**src/rtl/bp_update_scheduler_if.sv**
```systemverilog
// bp_update_scheduler_if: shared BTB/gshare write-port bus; the scheduler is master, the tables are slave.
interface bp_update_scheduler_if #(
  parameter int ADDR_WIDTH = 32,
  parameter int INDEX_BITS = 9
);
  logic                  valid;
  logic                  ready;
  logic                  clear;
  logic [INDEX_BITS-1:0] index;
  logic [ADDR_WIDTH-1:0] pc;
  logic [ADDR_WIDTH-1:0] target;
  logic                  taken;
  modport master (output valid, clear, index, pc, target, taken, input ready);
  modport slave  (input valid, clear, index, pc, target, taken, output ready);
endinterface

```
**src/rtl/bp_update_scheduler.sv**
```systemverilog
// bp_update_scheduler: funnels 2-wide branch feedback through a FIFO into the shared BTB/gshare write port and owns the table clear walk.
// Define BP_UPD_STATS_EN to add saturating drop_count_o/upd_count_o counters.
module bp_update_scheduler #(
  parameter int ADDR_WIDTH = 32,
  parameter int FIFO_DEPTH = 8,
  parameter int INDEX_BITS = 9
) (
  input  logic                      clk,
  input  logic                      rst_n,
  input  logic [1:0]                fb_valid_i,
  input  logic [1:0][ADDR_WIDTH-1:0] fb_pc_i,
  input  logic [1:0][ADDR_WIDTH-1:0] fb_target_i,
  input  logic [1:0]                fb_taken_i,
  input  logic [1:0]                fb_mispredict_i,
  input  logic                      clear_req_i,
  bp_update_scheduler_if.master     upd,
  output logic                      pred_stall_o,
  output logic                      drop_pulse_o,
  output logic [$clog2(FIFO_DEPTH):0] fifo_count_o
`ifdef BP_UPD_STATS_EN
  ,
  output logic [15:0]               drop_count_o,
  output logic [15:0]               upd_count_o
`endif
);
  localparam int PW = $clog2(FIFO_DEPTH);
  localparam int CW = PW + 1;
  localparam logic [CW-1:0] DEPTH = CW'(FIFO_DEPTH);
  typedef enum logic {INIT, RUN} state_t;
  state_t                state_q, state_d;
  logic [INDEX_BITS-1:0] clear_idx_q, clear_idx_d;
  logic [PW-1:0]         wr_ptr_q, wr_ptr_d, rd_ptr_q, rd_ptr_d, wr1_ptr;
  logic [CW-1:0]         count_q, count_d, space;
  logic                  drop_q, drop_d;
  logic [ADDR_WIDTH-1:0] pc_mem [FIFO_DEPTH];
  logic [ADDR_WIDTH-1:0] target_mem [FIFO_DEPTH];
  logic                  taken_mem [FIFO_DEPTH];
  logic                  acc0, acc1, push0, push1, pop, flush, in_init;
  logic [1:0]            n_push, n_drop;
  logic                  unused_mispredict1;
  assign unused_mispredict1 = fb_mispredict_i[1];
  always_comb begin
    in_init = state_q == INIT;
    acc0 = fb_valid_i[0];
    acc1 = fb_valid_i[1] && !(fb_valid_i[0] && fb_mispredict_i[0]);
    space = DEPTH - count_q;
    flush = !in_init && clear_req_i;
    pop = !in_init && count_q != '0 && upd.ready;
    // free space comes from the registered count, so a same-cycle pop never makes room
    push0 = !flush && acc0 && space != '0;
    push1 = !flush && acc1 && space >= (acc0 ? CW'(2) : CW'(1));
    n_push = 2'(push0) + 2'(push1);
    n_drop = flush ? 2'd0 : 2'(acc0) + 2'(acc1) - n_push;
    wr1_ptr = wr_ptr_q + PW'(push0);
    count_d = flush ? '0 : count_q + CW'(n_push) - CW'(pop);
    wr_ptr_d = flush ? '0 : wr_ptr_q + PW'(n_push);
    rd_ptr_d = flush ? '0 : rd_ptr_q + PW'(pop);
    drop_d = n_drop != 2'd0;
    state_d = state_q;
    clear_idx_d = clear_idx_q;
    if (in_init) begin
      if (upd.ready) begin
        clear_idx_d = clear_idx_q + INDEX_BITS'(1);
        state_d = &clear_idx_q ? RUN : INIT;
      end
    end else if (clear_req_i) begin
      state_d = INIT;
      clear_idx_d = '0;
    end
  end
  always_comb begin
    upd.valid = in_init || count_q != '0;
    upd.clear = in_init;
    upd.index = in_init ? clear_idx_q : '0;
    upd.pc = in_init ? '0 : pc_mem[rd_ptr_q];
    upd.target = in_init ? '0 : target_mem[rd_ptr_q];
    upd.taken = in_init ? 1'b0 : taken_mem[rd_ptr_q];
    pred_stall_o = in_init;
    drop_pulse_o = drop_q;
    fifo_count_o = count_q;
  end
  always_ff @(posedge clk or negedge rst_n) begin
    if (!rst_n) begin
      state_q <= INIT;
      clear_idx_q <= '0;
      wr_ptr_q <= '0;
      rd_ptr_q <= '0;
      count_q <= '0;
      drop_q <= 1'b0;
    end else begin
      state_q <= state_d;
      clear_idx_q <= clear_idx_d;
      wr_ptr_q <= wr_ptr_d;
      rd_ptr_q <= rd_ptr_d;
      count_q <= count_d;
      drop_q <= drop_d;
    end
  end
  always_ff @(posedge clk) begin
    if (push0) begin
      pc_mem[wr_ptr_q] <= fb_pc_i[0];
      target_mem[wr_ptr_q] <= fb_target_i[0];
      taken_mem[wr_ptr_q] <= fb_taken_i[0];
    end
    if (push1) begin
      pc_mem[wr1_ptr] <= fb_pc_i[1];
      target_mem[wr1_ptr] <= fb_target_i[1];
      taken_mem[wr1_ptr] <= fb_taken_i[1];
    end
  end
`ifdef BP_UPD_STATS_EN
  logic [15:0] drop_cnt_q, upd_cnt_q;
  always_ff @(posedge clk or negedge rst_n) begin
    if (!rst_n) begin
      drop_cnt_q <= '0;
      upd_cnt_q <= '0;
    end else begin
      drop_cnt_q <= (drop_cnt_q > 16'hFFFF - 16'(n_drop)) ? 16'hFFFF : drop_cnt_q + 16'(n_drop);
      upd_cnt_q <= (pop && upd_cnt_q != 16'hFFFF) ? upd_cnt_q + 16'd1 : upd_cnt_q;
    end
  end
  assign drop_count_o = drop_cnt_q;
  assign upd_count_o = upd_cnt_q;
`endif
endmodule

```
**src/flat_wrapper.sv**
```systemverilog
// flat-port wrapper written by rule: the top's interface ports become plain ports
module bp_update_scheduler_flat 
#(
  parameter int ADDR_WIDTH = 32,
  parameter int FIFO_DEPTH = 8,
  parameter int INDEX_BITS = 9
)
  (clk, rst_n, fb_valid_i, fb_pc_i, fb_target_i, fb_taken_i, fb_mispredict_i, clear_req_i, pred_stall_o, drop_pulse_o, fifo_count_o, upd_valid, upd_clear, upd_index, upd_pc, upd_target, upd_taken, upd_ready);
  bp_update_scheduler_if #(.ADDR_WIDTH(ADDR_WIDTH), .INDEX_BITS(INDEX_BITS)) upd_i ();
  input  logic clk;
  input  logic rst_n;
  input  logic [1:0] fb_valid_i;
  input  logic [1:0][ADDR_WIDTH-1:0] fb_pc_i;
  input  logic [1:0][ADDR_WIDTH-1:0] fb_target_i;
  input  logic [1:0] fb_taken_i;
  input  logic [1:0] fb_mispredict_i;
  input  logic clear_req_i;
  output logic pred_stall_o;
  output logic drop_pulse_o;
  output logic [$clog2(FIFO_DEPTH):0] fifo_count_o;
  output wire logic [$bits(upd_i.valid)-1:0] upd_valid;
  output wire logic [$bits(upd_i.clear)-1:0] upd_clear;
  output wire logic [$bits(upd_i.index)-1:0] upd_index;
  output wire logic [$bits(upd_i.pc)-1:0] upd_pc;
  output wire logic [$bits(upd_i.target)-1:0] upd_target;
  output wire logic [$bits(upd_i.taken)-1:0] upd_taken;
  input wire logic [$bits(upd_i.ready)-1:0] upd_ready;
  assign upd_valid = upd_i.valid;
  assign upd_clear = upd_i.clear;
  assign upd_index = upd_i.index;
  assign upd_pc = upd_i.pc;
  assign upd_target = upd_i.target;
  assign upd_taken = upd_i.taken;
  assign upd_i.ready = upd_ready;
  bp_update_scheduler #(.ADDR_WIDTH(ADDR_WIDTH), .FIFO_DEPTH(FIFO_DEPTH), .INDEX_BITS(INDEX_BITS)) u_core (.clk(clk), .rst_n(rst_n), .fb_valid_i(fb_valid_i), .fb_pc_i(fb_pc_i), .fb_target_i(fb_target_i), .fb_taken_i(fb_taken_i), .fb_mispredict_i(fb_mispredict_i), .clear_req_i(clear_req_i), .upd(upd_i), .pred_stall_o(pred_stall_o), .drop_pulse_o(drop_pulse_o), .fifo_count_o(fifo_count_o));
endmodule
```
**config.mk**
```make
export PLATFORM = sky130hd
export DESIGN_NAME = bp_update_scheduler_flat
export DESIGN_NICKNAME = d
export VERILOG_FILES = /design/src/rtl/bp_update_scheduler_if.sv /design/src/rtl/bp_update_scheduler.sv /design/src/flat_wrapper.sv
export SDC_FILE = /design/constraint.sdc
export NUM_CORES = 1
export LEC_CHECK = 0
export ABC_AREA = 0
export CORE_MARGIN = 2
export CORE_UTILIZATION = 23
export DETAILED_ROUTE_END_ITERATION = 16
export GPL_TIMING_DRIVEN = 0
export PLACE_DENSITY = 0.49
export SLEW_MARGIN = 10
export SYNTH_ARGS = -nofsm -noshare
export SYNTH_HDL_FRONTEND = slang
export SYNTH_SLANG_ARGS = --single-unit
```
**constraint.sdc**
```tcl
create_clock -name clk -period 5.7 [get_ports clk]
set_clock_uncertainty 0.05 [all_clocks]
set_input_delay 1.71 -clock clk [delete_from_list [all_inputs] [get_ports clk]]
set_output_delay 1.71 -clock clk [all_outputs]
set_load 0.02 [all_outputs]
```
==> results of run 1 <==
==> final cells by class <==
cell class              instances  area (µm²)  area share (%)
well taps                    1536        1920            5.57
diodes                          5        12.5          0.0363
multi-input cells             912       10800            31.2
plain buffers                 106         637            1.85
repair buffers                250        2900            8.41
clock inverters                27         208           0.602
flip-flops and latches        541       16100            46.8
inverters                      15        56.3           0.163
clock buffers                  90        1850            5.36
==> sequential cells by signal (all words and copies together), names as in the netlist <==
| register | count |
|---|---|
| u_core.clear_idx_q | 9 |
| u_core.wr_ptr_q | 3 |
| u_core.state_q | 1 |
| u_core.fifo_count_o | 4 |
| u_core.taken_mem | 8 |
| u_core.drop_pulse_o | 1 |
| u_core.target_mem | 256 |
| u_core.pc_mem | 256 |
| u_core.rd_ptr_q | 3 |
==> worst max-delay path by stage <==
stage	cells after the start	slack (ns)	end
floorplan	4	-0.16	u_core.pc_mem[0][0]
global placement	5	-5.72	u_core.target_mem[3][4]
detailed placement	14	-0.66	u_core.pc_mem[7][24]
CTS	7	0.01	upd_pc[1]
global route	6	0.009	upd_target[22]
finish	14	0.04	u_core.target_mem[0][10]
==> cell usage after synthesis, drive strengths merged <==
| master | instances |
|---|---|
| nor2b | 12 |
| o21bai | 8 |
| o211ai | 2 |
| nand4b | 1 |
| edfxtp | 520 |
| xor2 | 3 |
| and2 | 7 |
| dfrtp | 21 |
| and3 | 2 |
| a21boi | 1 |
| buf | 74 |
| a21oi | 10 |
| nor3 | 1 |
| a21o | 1 |
| nand3 | 3 |
| nand2b | 3 |
| o31ai | 2 |
| nand2 | 11 |
| fa | 3 |
| xnor2 | 6 |
| o21ai | 6 |
| nor2 | 76 |
| mux4 | 130 |
| or3 | 1 |
| a22o | 2 |
| ha | 18 |
| inv | 15 |
| a211oi | 2 |
| nand4 | 13 |
| or2 | 1 |
| mux2i | 67 |
| clkbuf | 32 |
| mux2 | 520 |
==> layer usage <==
layer	global-route usage [%]	up-vias
met1	18.6	8359
met5	0	-
met3	3.46	139
met2	23.7	404
li1	-	6966
met4	4.06	34
==> power by group through the flow <==
stage	registers [µW]	logic, µW	clock network, µW
finish	6070	4850	4070
global route	6160	5170	4330
CTS	6080	4930	4200
detailed placement	6160	4900	0
global placement	6520	4270	0
floorplan	6230	2730	0
==> kinds of logic after synthesis <==
family / Yosys count / share of synthesized area, %
and+or+nand+nor: 131 / 2.19
muxes: 717 / 34.5
xor gates and xnor gates: 9 / 0.288
DFF: 541 / 58.9
adders and majority gates: 21 / 1.04
buffers and inverters: 121 / 2.28
AOI/OAI and AO/OA: 34 / 0.840
==> what timing repair did <==
action,CTS,global route
pin swaps,0,0
resized for setup,23,14
endpoints found under the setup margin,77,112
setup buffers,0,0
==> through the flow <==
| step | power, µW | cells | setup TNS (ns) | utilization [%] | hold slack, ns |
|---|---|---|---|---|---|
| 3_5_place_dp | 11100 | 3360 | -213.12 | 27.4 | 0.462 |
| 2_1_floorplan | 8960 | 1574 | -82.35 | - | 0.409 |
| 5_1_grt | 15700 | 3481 | 0 | 29.2 | 0.507 |
| 6_report | 15000 | 3482 | 0 | 29.2 | 0.472 |
| 4_1_cts | 15200 | 3477 | 0 | 29.2 | 0.474 |
| 3_3_place_gp | 10800 | 3328 | -2838.61 | 26.7 | 0.440 |
==> cell usage in the layout, fill, tap and decap left out, types with 8 or more instances in the layout <==
cell and n:
mux2_2 520, clkbuf_2 14, ha_1 18, nand4_1 13, edfxtp_1 520, mux4_2 130, buf_4 39, buf_2 25
inv_1 15, nor2_1 76, mux2i_1 67, nand2_1 11, o21bai_4 8, clkbuf_16 71, clkdlybuf4s50_1 218, nor2b_1 12
buf_16 10, clkbuf_1 37, buf_12 22, clkinv_1 13, clkbuf_4 8, dfrtp_1 21
==> flow_summary.toml, run 1 <==
[run_status]
status = "completed"

[run]
cap_viol_max_count = 0

[route]
met1_length_um = 39000
dr.pass1.iters = 7
met2_length_um = 42900
post_drt_wl_per_cell_um = 25.5
drc_errors = 0
drt_iter0_markers = 1033
vias = 15902
wl_um = 88700
antenna_left = 0
post_drt_via_cell_ratio = 4.57
wl_met3_um = 4970
dr.max_layer_used = "met5"

[die]
core-area_um2 = 118000
fp.dieW_um = 349
start_util_pct = 23.2
placementRows = 126
die_y_um = 349
die_area_um2 = 122000
io_pins = 220

[cts]
clock_sinks = 541
clk_path_buf_depth = 3
clk-insertion-delay-late_ns = 0.61
cts_hold_buffers = 0
htreeDepth = 3
cts_buffers = 66
cts_tree = "built"
clockRootBuffer = "clkbuf_16"
clk_pin_slew_ns = 0.05

[synthesis]
yosysSeqAreaShare_pct = 58.9
synth_top_area_share_pct = 57.0
ys.warnings.count = 0
ys_ff_latch = 541
syn_nets = 1733
yosysTopAreaCell = "edfxtp_1"
syn_avg_cell_area_um2 = 17.4
postSynthCellCount = 1574
synthDistinctLibCells = 36
synth_area_leaders = "edfxtp_1, mux2_2, mux4_2, mux2i_1, dfrtp_1"
syn_area_um2 = 27400

[setup_path]
worstPathCellList = "clkdlybuf4s50_1 -> nand2_1 -> clkbuf_1 -> and3_1 -> ha_1 -> ha_1 -> xnor2_1 -> nand4_1 -> a21oi_1 -> clkbuf_4 -> buf_4 -> o21bai_4 -> buf_12 -> buf_16"
path_max_fanout = 16
start_kind = "input pin"
rr_endpoint = "u_core.target_mem[0][10]"
r2r_start = "u_core.fifo_count_o[0]"
crit_type = "in -> reg"
worst_ep_arrival_time_ns = 5.92
crit_required_ns = 5.97
r2r_cells = 14
r2r_slack_ns = 1.14
path_buf_inv = 6
worstSetupStartpoint = "clear_req_i"
crit_top_cell = "ha_1"
critPathCaptureType = "flop"
cpPeakStageDelay_ns = 0.62
slowest_stage = "clkdlybuf4s50_1"
cp_top_family = "buffers and inverters"

[grt]
gr-total-overflow = 0
grt_usage_pct = 14.3
antenna_found_initial = 25
grt_pass1_wl_um = 125000
grt_max_degree = 22
first_global_vias = 17094

[timing]
worst_pin_slew_ns = 1.26
rsz0062_at_grt = "false"
finalSetupViolCount = 0
fin_ws_ns = 0.0426
max_freq_ghz = 0.177
final_max_slew_viol_count = 0
period_share_pct = 99.3
final_hold_viol_count = 0
fin_crit_ns = 5.66
slew_headroom_pct = 16.0

[finish]
area_growth_pct = 25.8
nets = 2051
drive_gt1_share_pct = 44.7
design_area_um2 = 34500
fillers = 11664

[power]
power.switching_uw = 4600
power_leakage_uw = 0.0109
sw_frac_of_total_pct = 30.7
combinationalPowerShare_pct = 32.3
p_per_area_nw_per_um2 = 435
p_clk_share_pct = 27.2
power.share.sequential_pct = 40.5
ir_drop_mv = 0.203
intPower_uw = 10400

[hold_path]
min_delay_path_depth = 1
whs_endpoint = "u_core.clear_idx_q[7]"
hold_start = "u_core.clear_idx_q[7]"
hp-class = "reg -> reg"

[place]
place_congestion = 0.744
pre_cts_ws_ns = -0.664
placedInstanceArea_um2 = 32300
port_buffers = 218
place.detailed.hpwl_um = 59100
Power figures use the tool's default switching activity.
==> run 2: changes to the inputs <==
--- a/config.mk
+++ b/config.mk
@@ -7,10 +7,10 @@
 export LEC_CHECK = 0
 export ABC_AREA = 0
 export CORE_MARGIN = 2
-export CORE_UTILIZATION = 23
+export CORE_UTILIZATION = 25
 export DETAILED_ROUTE_END_ITERATION = 16
 export GPL_TIMING_DRIVEN = 0
-export PLACE_DENSITY = 0.49
+export PLACE_DENSITY = 0.52
 export SLEW_MARGIN = 10
 export SYNTH_ARGS = -nofsm -noshare
 export SYNTH_HDL_FRONTEND = slang
==> run 2 against run 1 <==
  * Sequential share of layout area rose by 0.57 points
  * Global-route usage rose by 0.66 points
  * Critical path depth did not move
  * Non-clock buffer count rose by 3
  * Combinational power about the same
  * Fmax up 1.9%
  * Core utilization up 2.1 points
  * Power is 3.0% lower
  * Critical path type unchanged
  * Largest cell class unchanged
  * Largest power group unchanged
==> flow_summary.toml, run 2 (synthesis results as in run 1) <==
[timing]
rsz0062_at_grt = "true"
finalSetupViolCount = 0
worst_pin_slew_ns = 1.10
fin_ws_ns = 0.147
hold_slack_ns = 0.469
period_share_pct = 97.4
final_max_slew_viol_count = 0
slew_headroom_pct = 26.5
max_freq_ghz = 0.180
fin_crit_ns = 5.55
final_hold_viol_count = 0

[setup_path]
crit_type = "in -> reg"
critPathCaptureType = "flop"
crit_required_ns = 5.97
path_max_fanout = 14
worstPathCellList = "clkdlybuf4s50_1 -> nand2_1 -> clkbuf_1 -> and3_1 -> ha_1 -> ha_1 -> xnor2_1 -> nand4_1 -> a21oi_1 -> clkbuf_4 -> buf_4 -> o21bai_4 -> buf_16 -> buf_16"
worst_ep_arrival_time_ns = 5.82
cpPeakStageDelay_ns = 0.56
slowest_stage = "clkdlybuf4s50_1"
cp_top_family = "buffers and inverters"
start_kind = "input pin"
path_buf_inv = 6

[route]
post_drt_via_cell_ratio = 4.71
drt_iter0_markers = 964
wl_um = 85400
antenna_left = 0
post_drt_wl_per_cell_um = 25.5
dr.pass1.iters = 5
drc_errors = 0
vias = 15778

[finish]
fillers = 10530
utilization_pct = 31.3
design_area_um2 = 34100
nets = 2047
final_cell_count_no_fill = 3353
drive_gt1_share_pct = 43.9
area_growth_pct = 24.3
layout_common_cells = "mux2_2, edfxtp_1, clkdlybuf4s50_1"
reg_top3 = "u_core.pc_mem x256, u_core.target_mem x256, u_core.clear_idx_q x9"

[die]
core-area_um2 = 109000
start_util_pct = 25.2
placementRows = 121
fp.dieW_um = 335
io_pins = 220
die_y_um = 335
die_area_um2 = 112000

[place]
place.detailed.hpwl_um = 57200
place_congestion = 0.736
placedInstanceArea_um2 = 32200
port_buffers = 218
dp.cells = 3238
pre_cts_ws_ns = -0.791

[power]
p_per_area_nw_per_um2 = 427
ir_drop_mv = 0.247
power_leakage_uw = 0.0107

[grt]
gr-total-overflow = 0
grt_max_degree = 22
grt_usage_pct = 15.0
first_global_vias = 16822
antenna_found_initial = 25
grt_pass1_wl_um = 122000

[hold_path]
hp-class = "reg -> reg"

[cts]
clockRootBuffer = "clkbuf_16"
clk_pin_slew_ns = 0.06
clock_sinks = 541
htreeDepth = 2
clk_path_buf_depth = 3
cts_tree = "built"
clk-insertion-delay-late_ns = 0.62
cts_buffers = 59

[run_status]
status = "completed"

[run]
cap_viol_max_count = 0
-- run 2: power by group --
group / total, µW / switching (µW) / internal [µW]
sequential: 6070 / 262 / 5810
clock: 3640 / 1580 / 2070
combinational: 4830 / 2650 / 2190
total: 14500 / 4490 / 10100
-- run 2: final timing paths --
kind | start | endpoint | slack (ns) | cells past startpoint
worst min-delay path | u_core.clear_idx_q[6] | u_core.clear_idx_q[6] | 0.47 | 1
worst max register to register | u_core.fifo_count_o[0] | u_core.pc_mem[2][18] | 1.18 | 14
min in group asynchronous | rst_n | u_core.clear_idx_q[7] | 1.61 | 1
worst max-delay path | clear_req_i | u_core.pc_mem[2][18] | 0.15 | 14
max in group asynchronous | rst_n | u_core.fifo_count_o[1] | 3.35 | 1
worst min register to register | u_core.clear_idx_q[6] | u_core.clear_idx_q[6] | 0.47 | 1
-- run 2: final cells by class --
class | instances | area [µm²] | area share, %
antenna | 6 | 15.0 | 0.0441
buffer | 106 | 617 | 1.81
clock buffer | 74 | 1580 | 4.62
clock inverter | 32 | 213 | 0.624
inverter | 15 | 56.3 | 0.165
multi-input combinational | 912 | 10700 | 31.6
sequential | 541 | 16100 | 47.4
tap | 1414 | 1770 | 5.19
timing repair buffer | 253 | 2930 | 8.60
-- run 2: timing repair --
action | 4_1_cts | 5_1_grt
pin swaps | 0 | 0
setup endpoints to repair | 95 | 72
hold buffers | 0 | 0
buffers inserted | 0 | 3
resized for setup | 12 | 11
gates cloned | 0 | 0
-- run 2: metal layers --
layer  GRT usage [%]  vias up  routed length [µm]
met1            19.9     8240               37800
met3            3.58      133                4890
met2            24.5      415               40600
met5               0        -                 239
li1                -     6954                   -
met4            3.83       36                1890
-- run 2: per-stage QoR --
| stage | total power [µW] | setup TNS (ns) |
|---|---|---|
| after floorplan | 8960 | -82.35 |
| after global placement | 10800 | -2749.34 |
| after detailed placement | 11000 | -175.92 |
| after CTS | 14700 | 0 |
| after global routing | 15200 | -0.0550 |
| final | 14500 | 0 |
-- run 2: worst reg2reg max path: stages, from the launching register on --
cell	delay, ns
dfrtp_1	0.43
inv_1	0.14
ha_1	0.25
nand4_1	0.19
and3_1	0.28
ha_1	0.20
ha_1	0.21
xnor2_1	0.36
nand4_1	0.14
a21oi_1	0.47
clkbuf_4	0.42
buf_4	0.29
o21bai_4	0.33
buf_16	0.25
buf_16	0.20
==> run 3: changes to the inputs <==
--- a/config.mk
+++ b/config.mk
@@ -11,6 +11,7 @@
 export DETAILED_ROUTE_END_ITERATION = 16
 export GPL_TIMING_DRIVEN = 0
 export PLACE_DENSITY = 0.52
+export SKIP_CTS_REPAIR_TIMING = 1
 export SLEW_MARGIN = 10
 export SYNTH_ARGS = -nofsm -noshare
 export SYNTH_HDL_FRONTEND = slang
==> constraint.sdc (replaced) <==
create_clock -name clk -period 6.1 [get_ports clk]
set_clock_uncertainty 0.05 [all_clocks]
set_input_delay 1.83 -clock clk [delete_from_list [all_inputs] [get_ports clk]]
set_output_delay 1.83 -clock clk [all_outputs]
set_load 0.02 [all_outputs]
==> run 3 against run 2 <==
  * Sequential power down 6.6%
  * Hold slack lost 0.0025 ns
  * Register-to-register slack better by 0.16 ns
  * Core utilization fell by 0.054 points
  * Sequential share of layout area increased by 0.082 points
  * Design area down 0.17%
  * Global-route usage about the same
  * Power down 6.8%
  * Wire length about the same
  * Critical path depth is 1 higher
  * Worst setup slack gained 0.040 ns
==> flow_summary.toml, run 3 (synthesis results as in run 1) <==
[run_status]
status = "completed"

[finish]
area_growth_pct = 24.0
nets = 2044
layout_common_cells = "mux2_2, edfxtp_1, clkdlybuf4s50_1"
reg_top3 = "u_core.pc_mem x256, u_core.target_mem x256, u_core.clear_idx_q x9"
fillers = 10526
drive_gt1_share_pct = 43.4

[setup_path]
path_max_fanout = 15
crit_top_cell = "ha_1"
crit_type = "in -> reg"
critPathCaptureType = "flop"
cpPeakStageDelay_ns = 0.56
worstPathCellList = "clkdlybuf4s50_1 -> nand2_1 -> clkbuf_1 -> and3_1 -> ha_1 -> ha_1 -> xnor2_1 -> nand4_1 -> a21oi_1 -> buf_2 -> buf_4 -> o21bai_4 -> buf_12 -> buf_16 -> buf_8"
worst_ep_arrival_time_ns = 6.18
crit_required_ns = 6.37
start_kind = "input pin"
slowest_stage = "clkdlybuf4s50_1"

[timing]
final_max_slew_viol_count = 0
tns_ns = 0
finalSetupViolCount = 0
slew_headroom_pct = 23.0
fin_crit_ns = 5.91
final_hold_viol_count = 0
rsz0062_at_grt = "false"
max_freq_ghz = 0.169
fin_ws_ns = 0.187
period_share_pct = 96.9
worst_pin_slew_ns = 1.16

[route]
antenna_left = 0
vias = 15746
drc_errors = 0
post_drt_wl_per_cell_um = 25.5
wl_um = 85400
post_drt_via_cell_ratio = 4.70
drt_iter0_markers = 944
dr.pass1.iters = 5

[grt]
antenna_found_initial = 25
grt_pass1_wl_um = 122000
first_global_vias = 16811
grt_usage_pct = 15.0
grt_max_degree = 22
gr-total-overflow = 0

[power]
power_leakage_uw = 0.0107
p_per_area_nw_per_um2 = 399
combinationalPowerShare_pct = 33.1
ir_drop_mv = 0.233
sw_frac_of_total_pct = 30.8
intPower_uw = 9380
power.switching_uw = 4180
totalPowerFinal_uw = 13600
power.share.sequential_pct = 41.8
p_clk_share_pct = 25.1

[cts]
clk_pin_slew_ns = 0.06
clk_path_buf_depth = 3
cts_buffers = 59
clk-insertion-delay-late_ns = 0.62
clockRootBuffer = "clkbuf_16"
cts_tree = "built"
clock_sinks = 541
htreeDepth = 2

[die]
start_util_pct = 25.2
placementRows = 121
fp.dieW_um = 335
die_area_um2 = 112000
die_y_um = 335
core-area_um2 = 109000
io_pins = 220

[place]
pre_cts_ws_ns = -0.511
place_congestion = 0.736
place.detailed.hpwl_um = 57200
port_buffers = 218

[run]
cap_viol_max_count = 0

[hold_path]
hp-class = "reg -> reg"
==> run 3: cell count changes in the layout (fill, tap and decap cells not counted), moves of 2 or more <==
cell | before | now
a21oi_2 | 3 | 0
a21oi_1 | 7 | 10
clkbuf_2 | 8 | 5
clkbuf_4 | 7 | 2
clkbuf_1 | 37 | 39
buf_4 | 39 | 33
buf_2 | 27 | 35
==> run 3: worst paths after layout <==
kind	startpoint	to	slack, ns	depth (start not counted)
worst max-delay path	clear_req_i	u_core.target_mem[1][16]	0.19	15
worst min-delay path	u_core.clear_idx_q[6]	u_core.clear_idx_q[6]	0.47	1
worst max register to register	u_core.fifo_count_o[0]	u_core.target_mem[1][16]	1.34	15
worst min register to register	u_core.clear_idx_q[6]	u_core.clear_idx_q[6]	0.47	1
max in group asynchronous	rst_n	u_core.fifo_count_o[1]	3.63	1
min in group asynchronous	rst_n	u_core.clear_idx_q[6]	1.73	1
==> run 3: critical path: cells and delay by family <==
kind	cells	cell delay (ns)
buffers and inverters	7	2.22
adders and majority gates	2	0.42
xor gates and xnor gates	1	0.36
AOI/OAI and AO/OA	2	0.75
and+or+nand+nor	3	0.57
==> run 3: cell type report <==
cell class	count	area, µm²	share of cell area (%)
plain buffers	106	592	1.74
diodes	6	15.0	0.0442
well taps	1414	1770	5.20
clock buffers	74	1580	4.63
repair buffers	250	2910	8.54
multi-input cells	912	10700	31.6
inverters	15	56.3	0.166
clock inverters	32	213	0.626
flip-flops and latches	541	16100	47.5
==> run 3: metal layers <==
metal	vias up	part of all wire, %	GRT usage, %
li1	6941	-	-
met4	36	2.2	3.71
met5	-	0.28	0
met1	8233	44	20.0
met2	405	48	24.5
met3	131	5.8	3.58
==> run 3: power groups by stage <==
stage	Combinational (µW)	Clock, µW	Sequential, µW
after floorplan	2550	0	5820
after global routing	4790	3610	5760
after CTS	4580	3490	5680
after detailed placement	4560	0	5760
after global placement	3960	0	6090
final	4480	3410	5670
==> run 3: through the flow <==
step,std cells,hold slack (ns),cell area (µm²),util [%]
after floorplan,1574,0.409,27400,-
after global placement,3206,0.451,31400,28.8
after detailed placement,3238,0.460,32200,29.6
after CTS,3344,0.469,34000,31.2
after global routing,3349,0.496,34000,31.2
final,3350,0.466,34000,31.2
